--- config.mk ---
export PLATFORM = sky130hd
export DESIGN_NAME = vga_timing_flat
export DESIGN_NICKNAME = d
export VERILOG_FILES = /design/src/rtl/vga_pkg.sv /design/src/rtl/vga_timing_if.sv /design/src/rtl/pix_tick_gen.sv /design/src/rtl/vga_timing.sv /design/src/flat_wrapper.sv
export SDC_FILE = /design/constraint.sdc
export NUM_CORES = 1
export LEC_CHECK = 0
export BUFFER_PORTS_ARGS = -buffer_cell sky130_fd_sc_hd__buf_2
export CORE_UTILIZATION = 45
export DETAILED_ROUTE_END_ITERATION = 12
export PLACE_DENSITY = 0.66
export SYNTH_ARGS = -nofsm -noshare
export SYNTH_HDL_FRONTEND = slang
export SYNTH_HIERARCHICAL = 1
export SYNTH_SLANG_ARGS = --single-unit
--- constraint.sdc ---
create_clock -name CLK -period 7.75 [get_ports CLK]
set_clock_uncertainty 0.2 [all_clocks]
set_input_delay 1.1625 -clock CLK [delete_from_list [all_inputs] [get_ports CLK]]
set_output_delay 1.1625 -clock CLK [all_outputs]
set_load 0.05 [all_outputs]
--- src/rtl/vga_pkg.sv ---
// Shared VGA timing constants and helpers for the timing generator and the display logic.
package vga_pkg;

  // Sum of the four segments of one line or one frame.
  function automatic int unsigned seg_total(input int unsigned vis, input int unsigned fp,
                                            input int unsigned sync, input int unsigned bp);
    return vis + fp + sync + bp;
  endfunction

  // True when v lies in the half-open window [lo, hi).
  function automatic logic in_window(input logic [31:0] v, input logic [31:0] lo,
                                     input logic [31:0] hi);
    return (v >= lo) && (v < hi);
  endfunction

  localparam int unsigned CLK_DIV_DEF = 2;

  localparam int unsigned H_VIS_DEF  = 640;
  localparam int unsigned H_FP_DEF   = 16;
  localparam int unsigned H_SYNC_DEF = 96;
  localparam int unsigned H_BP_DEF   = 48;

  localparam int unsigned V_VIS_DEF  = 480;
  localparam int unsigned V_FP_DEF   = 10;
  localparam int unsigned V_SYNC_DEF = 2;
  localparam int unsigned V_BP_DEF   = 33;

  localparam int unsigned H_TOT_DEF = seg_total(H_VIS_DEF, H_FP_DEF, H_SYNC_DEF, H_BP_DEF);
  localparam int unsigned V_TOT_DEF = seg_total(V_VIS_DEF, V_FP_DEF, V_SYNC_DEF, V_BP_DEF);

  // Sync pulses occupy [START, END) in pixel / line coordinates.
  localparam int unsigned H_SYNC_START_DEF = H_VIS_DEF + H_FP_DEF;
  localparam int unsigned H_SYNC_END_DEF   = H_VIS_DEF + H_FP_DEF + H_SYNC_DEF;
  localparam int unsigned V_SYNC_START_DEF = V_VIS_DEF + V_FP_DEF;
  localparam int unsigned V_SYNC_END_DEF   = V_VIS_DEF + V_FP_DEF + V_SYNC_DEF;

endpackage

--- src/rtl/vga_timing_if.sv ---
// Raster position, sync and strobe bundle produced by vga_timing.
// Strobes: pix_tick and frame_start are single-CLK pulses; there is no
// back-pressure, consumers sample every CLK.
interface vga_timing_if;
  logic [31:0] row;
  logic [31:0] col;
  logic        vnotactive;
  logic        hsync;
  logic        vsync;
  logic        pix_tick;
  logic        frame_start;
  logic [7:0]  frame_cnt;

  modport master (
    output row, col, vnotactive, hsync, vsync, pix_tick, frame_start, frame_cnt
  );

  modport slave (
    input row, col, vnotactive, hsync, vsync, pix_tick, frame_start, frame_cnt
  );
endinterface

--- src/rtl/pix_tick_gen.sv ---
// Pixel-rate prescaler: tick is high on the CLK cycle where the count is CLK_DIV-1.
module pix_tick_gen #(
  parameter int unsigned CLK_DIV = 2
) (
  input  logic CLK,
  input  logic RST,
  output logic tick
);
  localparam int unsigned CW = (CLK_DIV > 1) ? $clog2(CLK_DIV) : 1;
  localparam logic [CW-1:0] LAST = CW'(CLK_DIV - 1);

  logic [CW-1:0] cnt;

  // Count 0..CLK_DIV-1 and wrap; with CLK_DIV=1 the count sits at 0 so tick stays high.
  always_ff @(posedge CLK) begin
    if (RST) begin
      cnt <= '0;
    end else if (cnt == LAST) begin
      cnt <= '0;
    end else begin
      cnt <= cnt + 1'b1;
    end
  end

  assign tick = (cnt == LAST);
endmodule

--- src/rtl/vga_timing.sv ---
// VGA raster timing: pixel/line counters with registered position, blanking and sync outputs.
module vga_timing
  import vga_pkg::*;
#(
  parameter int unsigned CLK_DIV = CLK_DIV_DEF,
  parameter int unsigned H_VIS   = H_VIS_DEF,
  parameter int unsigned H_FP    = H_FP_DEF,
  parameter int unsigned H_SYNC  = H_SYNC_DEF,
  parameter int unsigned H_BP    = H_BP_DEF,
  parameter int unsigned V_VIS   = V_VIS_DEF,
  parameter int unsigned V_FP    = V_FP_DEF,
  parameter int unsigned V_SYNC  = V_SYNC_DEF,
  parameter int unsigned V_BP    = V_BP_DEF
) (
  input logic          CLK,
  input logic          RST,
  vga_timing_if.master vga
);
  localparam int unsigned H_TOT = seg_total(H_VIS, H_FP, H_SYNC, H_BP);
  localparam int unsigned V_TOT = seg_total(V_VIS, V_FP, V_SYNC, V_BP);

  localparam logic [31:0] H_LAST = 32'(H_TOT - 1);
  localparam logic [31:0] V_LAST = 32'(V_TOT - 1);
  localparam logic [31:0] HS_LO  = 32'(H_VIS + H_FP);
  localparam logic [31:0] HS_HI  = 32'(H_VIS + H_FP + H_SYNC);
  localparam logic [31:0] VS_LO  = 32'(V_VIS + V_FP);
  localparam logic [31:0] VS_HI  = 32'(V_VIS + V_FP + V_SYNC);
  localparam logic [31:0] H_VIS_W = 32'(H_VIS);
  localparam logic [31:0] V_VIS_W = 32'(V_VIS);

  logic        tick;
  logic [31:0] hcnt;
  logic [31:0] vcnt;
  logic [31:0] hcnt_nxt;
  logic [31:0] vcnt_nxt;
  logic        frame_wrap;
  logic        vna_q;
  logic        hs_q;
  logic        vs_q;
  logic        fs_q;
  logic [7:0]  fcnt_q;

  pix_tick_gen #(.CLK_DIV(CLK_DIV)) u_pix_tick (
    .CLK  (CLK),
    .RST  (RST),
    .tick (tick)
  );

  // Next counter values: advance only on a pixel tick, line wrap carries into the row.
  always_comb begin
    hcnt_nxt   = hcnt;
    vcnt_nxt   = vcnt;
    frame_wrap = 1'b0;
    if (tick) begin
      if (hcnt == H_LAST) begin
        hcnt_nxt = '0;
        if (vcnt == V_LAST) begin
          vcnt_nxt   = '0;
          frame_wrap = 1'b1;
        end else begin
          vcnt_nxt = vcnt + 32'd1;
        end
      end else begin
        hcnt_nxt = hcnt + 32'd1;
      end
    end
  end

  // Counters and decoded outputs register together so the ports always agree with row/col.
  always_ff @(posedge CLK) begin
    if (RST) begin
      hcnt   <= '0;
      vcnt   <= '0;
      vna_q  <= 1'b0;
      hs_q   <= 1'b1;
      vs_q   <= 1'b1;
      fs_q   <= 1'b0;
      fcnt_q <= '0;
    end else begin
      hcnt  <= hcnt_nxt;
      vcnt  <= vcnt_nxt;
      vna_q <= (hcnt_nxt >= H_VIS_W) || (vcnt_nxt >= V_VIS_W);
      hs_q  <= !in_window(hcnt_nxt, HS_LO, HS_HI);
      vs_q  <= !in_window(vcnt_nxt, VS_LO, VS_HI);
      fs_q  <= frame_wrap;
      if (frame_wrap) begin
        fcnt_q <= fcnt_q + 8'd1;
      end
    end
  end

  assign vga.row         = vcnt;
  assign vga.col         = hcnt;
  assign vga.vnotactive  = vna_q;
  assign vga.hsync       = hs_q;
  assign vga.vsync       = vs_q;
  assign vga.pix_tick    = tick;
  assign vga.frame_start = fs_q;
  assign vga.frame_cnt   = fcnt_q;
endmodule

--- src/flat_wrapper.sv ---
// flat-port wrapper written by rule: the top's interface ports become plain ports
module vga_timing_flat import vga_pkg::*;
#(
  parameter int unsigned CLK_DIV = CLK_DIV_DEF,
  parameter int unsigned H_VIS   = H_VIS_DEF,
  parameter int unsigned H_FP    = H_FP_DEF,
  parameter int unsigned H_SYNC  = H_SYNC_DEF,
  parameter int unsigned H_BP    = H_BP_DEF,
  parameter int unsigned V_VIS   = V_VIS_DEF,
  parameter int unsigned V_FP    = V_FP_DEF,
  parameter int unsigned V_SYNC  = V_SYNC_DEF,
  parameter int unsigned V_BP    = V_BP_DEF
)
  (CLK, RST, vga_row, vga_col, vga_vnotactive, vga_hsync, vga_vsync, vga_pix_tick, vga_frame_start, vga_frame_cnt);
  vga_timing_if vga_i ();
  input logic CLK;
  input logic RST;
  output wire logic [$bits(vga_i.row)-1:0] vga_row;
  output wire logic [$bits(vga_i.col)-1:0] vga_col;
  output wire logic [$bits(vga_i.vnotactive)-1:0] vga_vnotactive;
  output wire logic [$bits(vga_i.hsync)-1:0] vga_hsync;
  output wire logic [$bits(vga_i.vsync)-1:0] vga_vsync;
  output wire logic [$bits(vga_i.pix_tick)-1:0] vga_pix_tick;
  output wire logic [$bits(vga_i.frame_start)-1:0] vga_frame_start;
  output wire logic [$bits(vga_i.frame_cnt)-1:0] vga_frame_cnt;
  assign vga_row = vga_i.row;
  assign vga_col = vga_i.col;
  assign vga_vnotactive = vga_i.vnotactive;
  assign vga_hsync = vga_i.hsync;
  assign vga_vsync = vga_i.vsync;
  assign vga_pix_tick = vga_i.pix_tick;
  assign vga_frame_start = vga_i.frame_start;
  assign vga_frame_cnt = vga_i.frame_cnt;
  vga_timing #(.CLK_DIV(CLK_DIV), .H_VIS(H_VIS), .H_FP(H_FP), .H_SYNC(H_SYNC), .H_BP(H_BP), .V_VIS(V_VIS), .V_FP(V_FP), .V_SYNC(V_SYNC), .V_BP(V_BP)) u_core (.CLK(CLK), .RST(RST), .vga(vga_i));
endmodule
== Word level (Yosys, flattened, before mapping) ==
Cells that the tools add are included.
Storage, ports and cells
  flip-flop bits (word level): 77
  latch bits: 0
  bits in writable memories: 0
  ROM bits: 0
  bits of input ports: 2
  output and inout port bits: 77
  memories kept: 0
Operators by class
  add/subtract/negate cells: 4
  multiply operators: 0
  divide/modulo/power cells: 0
  magnitude comparators: 6
  equality and inequality tests: 2
  shift operators: 0
  muxes and demuxes: 8
  bitwise gates (word level): 0
  reductions and logical operators: 6
Operator list (count)
  $mux 32: 5
  $add 32x1->32 const B: 2
  $eq 32x10->1 const B: 2
  $ge 32x10->1 const B: 2
  $ge 32x9->1 const B: 2
  $lt 32x10->1 const B: 1
  $lt 32x9->1 const B: 1
  $add 8x1->8 const B: 1
  $mux 1: 3
  $logic_and 1x1->1: 2
  $logic_not 1->1: 2
  $reduce_or 2->1: 1
  $add 1x1->1 const B: 1
  $logic_or 1x1->1: 1

== Logic depth before layout (Yosys ltp) ==
  word-level depth: 7
  gate-level depth with buffers: 11
  gate-level depth less buffers: 10

== By module ==
Netlist, hierarchy kept.
Modules (own cells, without submodules)
  vga_timing: instances 1, cells each 600, area an instance 4768.3 µm², sequential area each 1521.5 µm²
  pix_tick_gen: instances 1, cells each 2, area an instance 23.8 µm², sequential area each 20.0 µm²

== Least setup slack after synthesis ==
OpenSTA, ideal clock, no wires.
  path type: register to register
  start point: register u_core.hcnt[9] (netlist: u_core/vga.col[9])
  end point: register u_core.vna_q (netlist: u_core/vga.vnotactive)
  library setup time: 140 ps
  arrival time: 2694 ps
  required time: 7410 ps
  path slack: 4716 ps
  cell stages (with the launch flop): 9
  path buffers: 1
  cell sequence: dfxtp_1 clkbuf_8 nand3_1 or4_1 or4b_4 o21ai_1 nand2_1 nor4b_2 a41oi_1
Between the ends
  longest elaborated chain between the ends: 5
  elaborated cells between the ends (all ways): 9
  those cells by class: add/sub: 1; order compare: 2; eq/ne: 1; mux: 4; reduce/logical: 1
Ends and longest elaborated chain
  from (decl): line vga_timing.sv:32  | logic [31:0] hcnt;
  from (signal assigned): line vga_timing.sv:80  | hcnt <= hcnt_nxt;
  $add 32x1->32 or $eq 32x10->1 (tied branches): line vga_timing.sv:64, vga_timing.sv:55
  $mux 32: line vga_timing.sv:55  | if (hcnt == H_LAST) begin
  $mux 32: line vga_timing.sv:54  | if (tick) begin
  $ge 32x10->1 or $ge 32x9->1 (tied branches): line vga_timing.sv:82  | vna_q <= (hcnt_nxt >= H_VIS_W) || (vcnt_nxt >= V_VIS_W);
  $logic_or 1x1->1 *: line vga_timing.sv:82
  to (signal assigned): line vga_timing.sv:82
  to (decl): line vga_timing.sv:37  | logic vna_q;
Every way passes the cells marked *; elsewhere a longest branch is shown, timed or not.
A chain may end at the register's enable or synchronous reset.

== Final worst setup path ==
  start point: register u_core.hcnt[4] (netlist: u_core/vga.col[4])
  end point: register u_core.vna_q (netlist: u_core/vga.vnotactive)
The elaborated chain is that of the path after synthesis.

==> impl_metrics.ini <==
[outcome]
status = finished clean

[hold_path]
min_path_type = reg2reg
min_path_cells = 2

[logic_synthesis]
syn_area_per_cell_sq_um = 7.960
yosys.area.top_type_share_pct = 32.17
async_flop_share_pct = 0
synth-seq-area-share_pct = 32.17
synth_area_leaders = dfxtp_1 32%, nor2_1 7.4%, xor2_1 6.2%, xnor2_1 6.0%, nand4_1 4.4%
netlist_instances = 602
ys_warn_count = 6
ys_top_cells_by_count = 95 x nor2_1, 77 x dfxtp_1, 55 x nand2_1, 34 x nand4_1, 34 x xor2_1
ys.flop_type = dfxtp_1
synth.most_common_cell = nor2_1
syn_area_sq_um = 4792
ys_types = 59
synth_top_area_cell = dfxtp_1
ys_ff_latch = 77
synth-edff-count = 0
synth_fp_nets = 608

[grt]
grt_pass1_vias = 4128
overflow = 0
grt_max_degree = 34
track_usage_pct = 24.36
antenna_found_initial = 0
grt_pass1_wl_um = 21450

[floorplanning]
coreArea_sq_um = 10320
io_pins = 79
rows = 37
die_x_um = 105.2
dieHeight_um = 105.2
dieArea_sq_um = 11070
start_util_pct = 46.42

[placement]
port_buffers = 78
place_congestion = 0.9509
dp_slack_ps = 4452
hpwl_um = 9506

[power_and_ir_drop]
pwr-share-clk_pct = 48.4
leakage_nw = 1.983
power_frac_seq_pct = 49.6
p_switching_uw = 172.1
peakVddDrop_mv = 0.08305
pwr-share-comb_pct = 2.0
p_sw_share_pct = 21.41
internal_power_uw = 631.5
p_per_area_nw_per_um2 = 150.9

[clocking]
cts_hold_buf = 0
cts_sinks = 77
numCtsBuffers = 9
cts_setup_buffers = 0
clkSlewWorstSetupHoldPaths_ps = 80
cts_resized = 0
clk_latency_ps = 360
root_buffer = clkbuf_8
clk_path_buf_depth = 2
h-tree-depth = 3
cts_tree = done

[setup_path]
crit_chain = nor4b_1, and4_1, nand4_1, nor4_1, o211ai_1, nor4_1, and3_1, a41oi_1
ff2ff_path_depth = 8
crit_fanout = 19
worstPathRequired_ps = 7750
critPathKind = reg2reg
crit_path_frequent_cell = nor4_1
cpPeakStageDelay_ps = 630
crit_arrival_ps = 3380
cp-start-kind = flop
critPathCaptureType = flop
crit_slowest_cell = nand4_1

[layout]
nets = 653
diodes = 0
drive_gt1_share_pct = 17.48
multi_input_area_sq_um = 2924
area_growth_pct = 11.12
fillers = 1026
seq_area_sq_um = 1541
utilization_pct = 51.58

[route]
vias_per_cell = 5.888
drt_pass1_iterations = 5
antenna_left = 0
vias = 4640
wire_per_inst_um = 17.02
first_iter_violations = 286
drc = 0
routed_wirelength_um = 13410

[timing]
slew_viol_final = 0
worst_slack_ps = 4368
rsz0062_at_grt = false
worstMarginPinSlew_ps = 1072
fin_crit_ps = 3382
finalSetupTns_ps = 0
hold_viol_final = 0
setup_viol = 0
maxSlewHeadroom_pct = 27.89
fmax_ghz = 0.2957
fin_crit_sh_pct = 43.64

[flow_run]
maxCapViolCount = 0
==> metal layers <==
layer  track usage, %  up-vias  part of all wire, %
met5                0        -                    0
met4            7.445        0                  1.3
met3            4.803       15                  7.4
met2            37.22      181                   45
met1            34.32     2205                   46
li1                 -     2239                    -
==> final timing paths <==
check / endpoint / slack [ps] / startpoint
worst min register to register: u_core/vga.frame_cnt[7]$_SDFFE_PP0P_ / 290 / u_core/vga.frame_cnt[7]$_SDFFE_PP0P_
worst max-delay path: u_core/vga.vnotactive$_SDFF_PP0_ / 4370 / u_core/vga.col[4]$_SDFF_PP0_
worst min-delay path: u_core/vga.frame_cnt[7]$_SDFFE_PP0P_ / 290 / u_core/vga.frame_cnt[7]$_SDFFE_PP0P_
worst max register to register: u_core/vga.vnotactive$_SDFF_PP0_ / 4370 / u_core/vga.col[4]$_SDFF_PP0_
==> critical path, delay by kind of cell, from the launching register on <==
family	cells	cell delay [ps]
simple gates	6	2220
flops	1	580
compound gates	2	230
==> logic make-up after synthesis <==
family                     count (synthesis)  synth area share, %
AOI/OAI and AO/OA                         66                8.695
xor gates and xnor gates                  67                12.25
muxes                                      8                1.697
DFF                                       77                32.17
and+or+nand+nor                          326                37.34
adders and majority gates                  4                1.044
buffers and inverters                     54                6.814
==> state kept, by name (all words and copies together), names as in the netlist <==
signal / flops
u_core/u_pix_tick/tick: 1
u_core/vga.hsync: 1
u_core/vga.vnotactive: 1
u_core/vga.frame_cnt: 8
u_core/vga.vsync: 1
u_core/vga.frame_start: 1
u_core/vga.row: 32
u_core/vga.col: 32
==> power groups by stage <==
stage / Combinational (mW) / Sequential [mW] / Clock, mW
after floorplan: 0.00742 / 0.412 / 0
after global placement: 0.0158 / 0.408 / 0
after detailed placement: 0.0161 / 0.408 / 0
after CTS: 0.0163 / 0.398 / 0.398
after global routing: 0.0173 / 0.399 / 0.413
final: 0.0160 / 0.398 / 0.389
==> layout by cell type (no fill, tap or decap), types with 6 or more instances in the layout <==
cell type / synthesis / routed
a21oi_1: 17 / 17
and2_1: 8 / 8
and3_1: 8 / 8
and4_1: 6 / 6
buf_2: 9 / 78
clkbuf_8: 3 / 11
dfxtp_1: 77 / 77
inv_1: 9 / 9
mux2i_1: 7 / 7
nand2_1: 55 / 55
nand3_1: 30 / 30
nand4_1: 34 / 34
nor2_1: 95 / 95
nor3_1: 12 / 12
nor4_1: 21 / 21
nor4b_1: 8 / 8
o21ai_0: 20 / 20
or3_1: 10 / 10
or4_1: 7 / 7
xnor2_1: 33 / 33
xor2_1: 34 / 34
==> metrics by stage <==
stage / power, mW / hold WS (ps) / area (sq um) / cells
floorplan: 0.4197 / 486.9 / 4792 / 602
global placement: 0.4235 / 272.2 / 5067 / 772
detailed placement: 0.4239 / 283.7 / 5067 / 772
CTS: 0.8125 / 296.2 / 5325 / 788
global route: 0.8295 / 334.5 / 5325 / 788
finish: 0.8036 / 290.7 / 5325 / 788
==> cell type report <==
cell class / count / share of cell area (%)
well taps: 136 / 3.195
inverters: 9 / 0.6344
multi-input cells: 471 / 54.91
clock buffers: 11 / 2.843
clock inverters: 5 / 1.997
flip-flops and latches: 77 / 28.95
repair buffers: 79 / 7.472
Note: power is estimated with default switching activity, not from simulation.
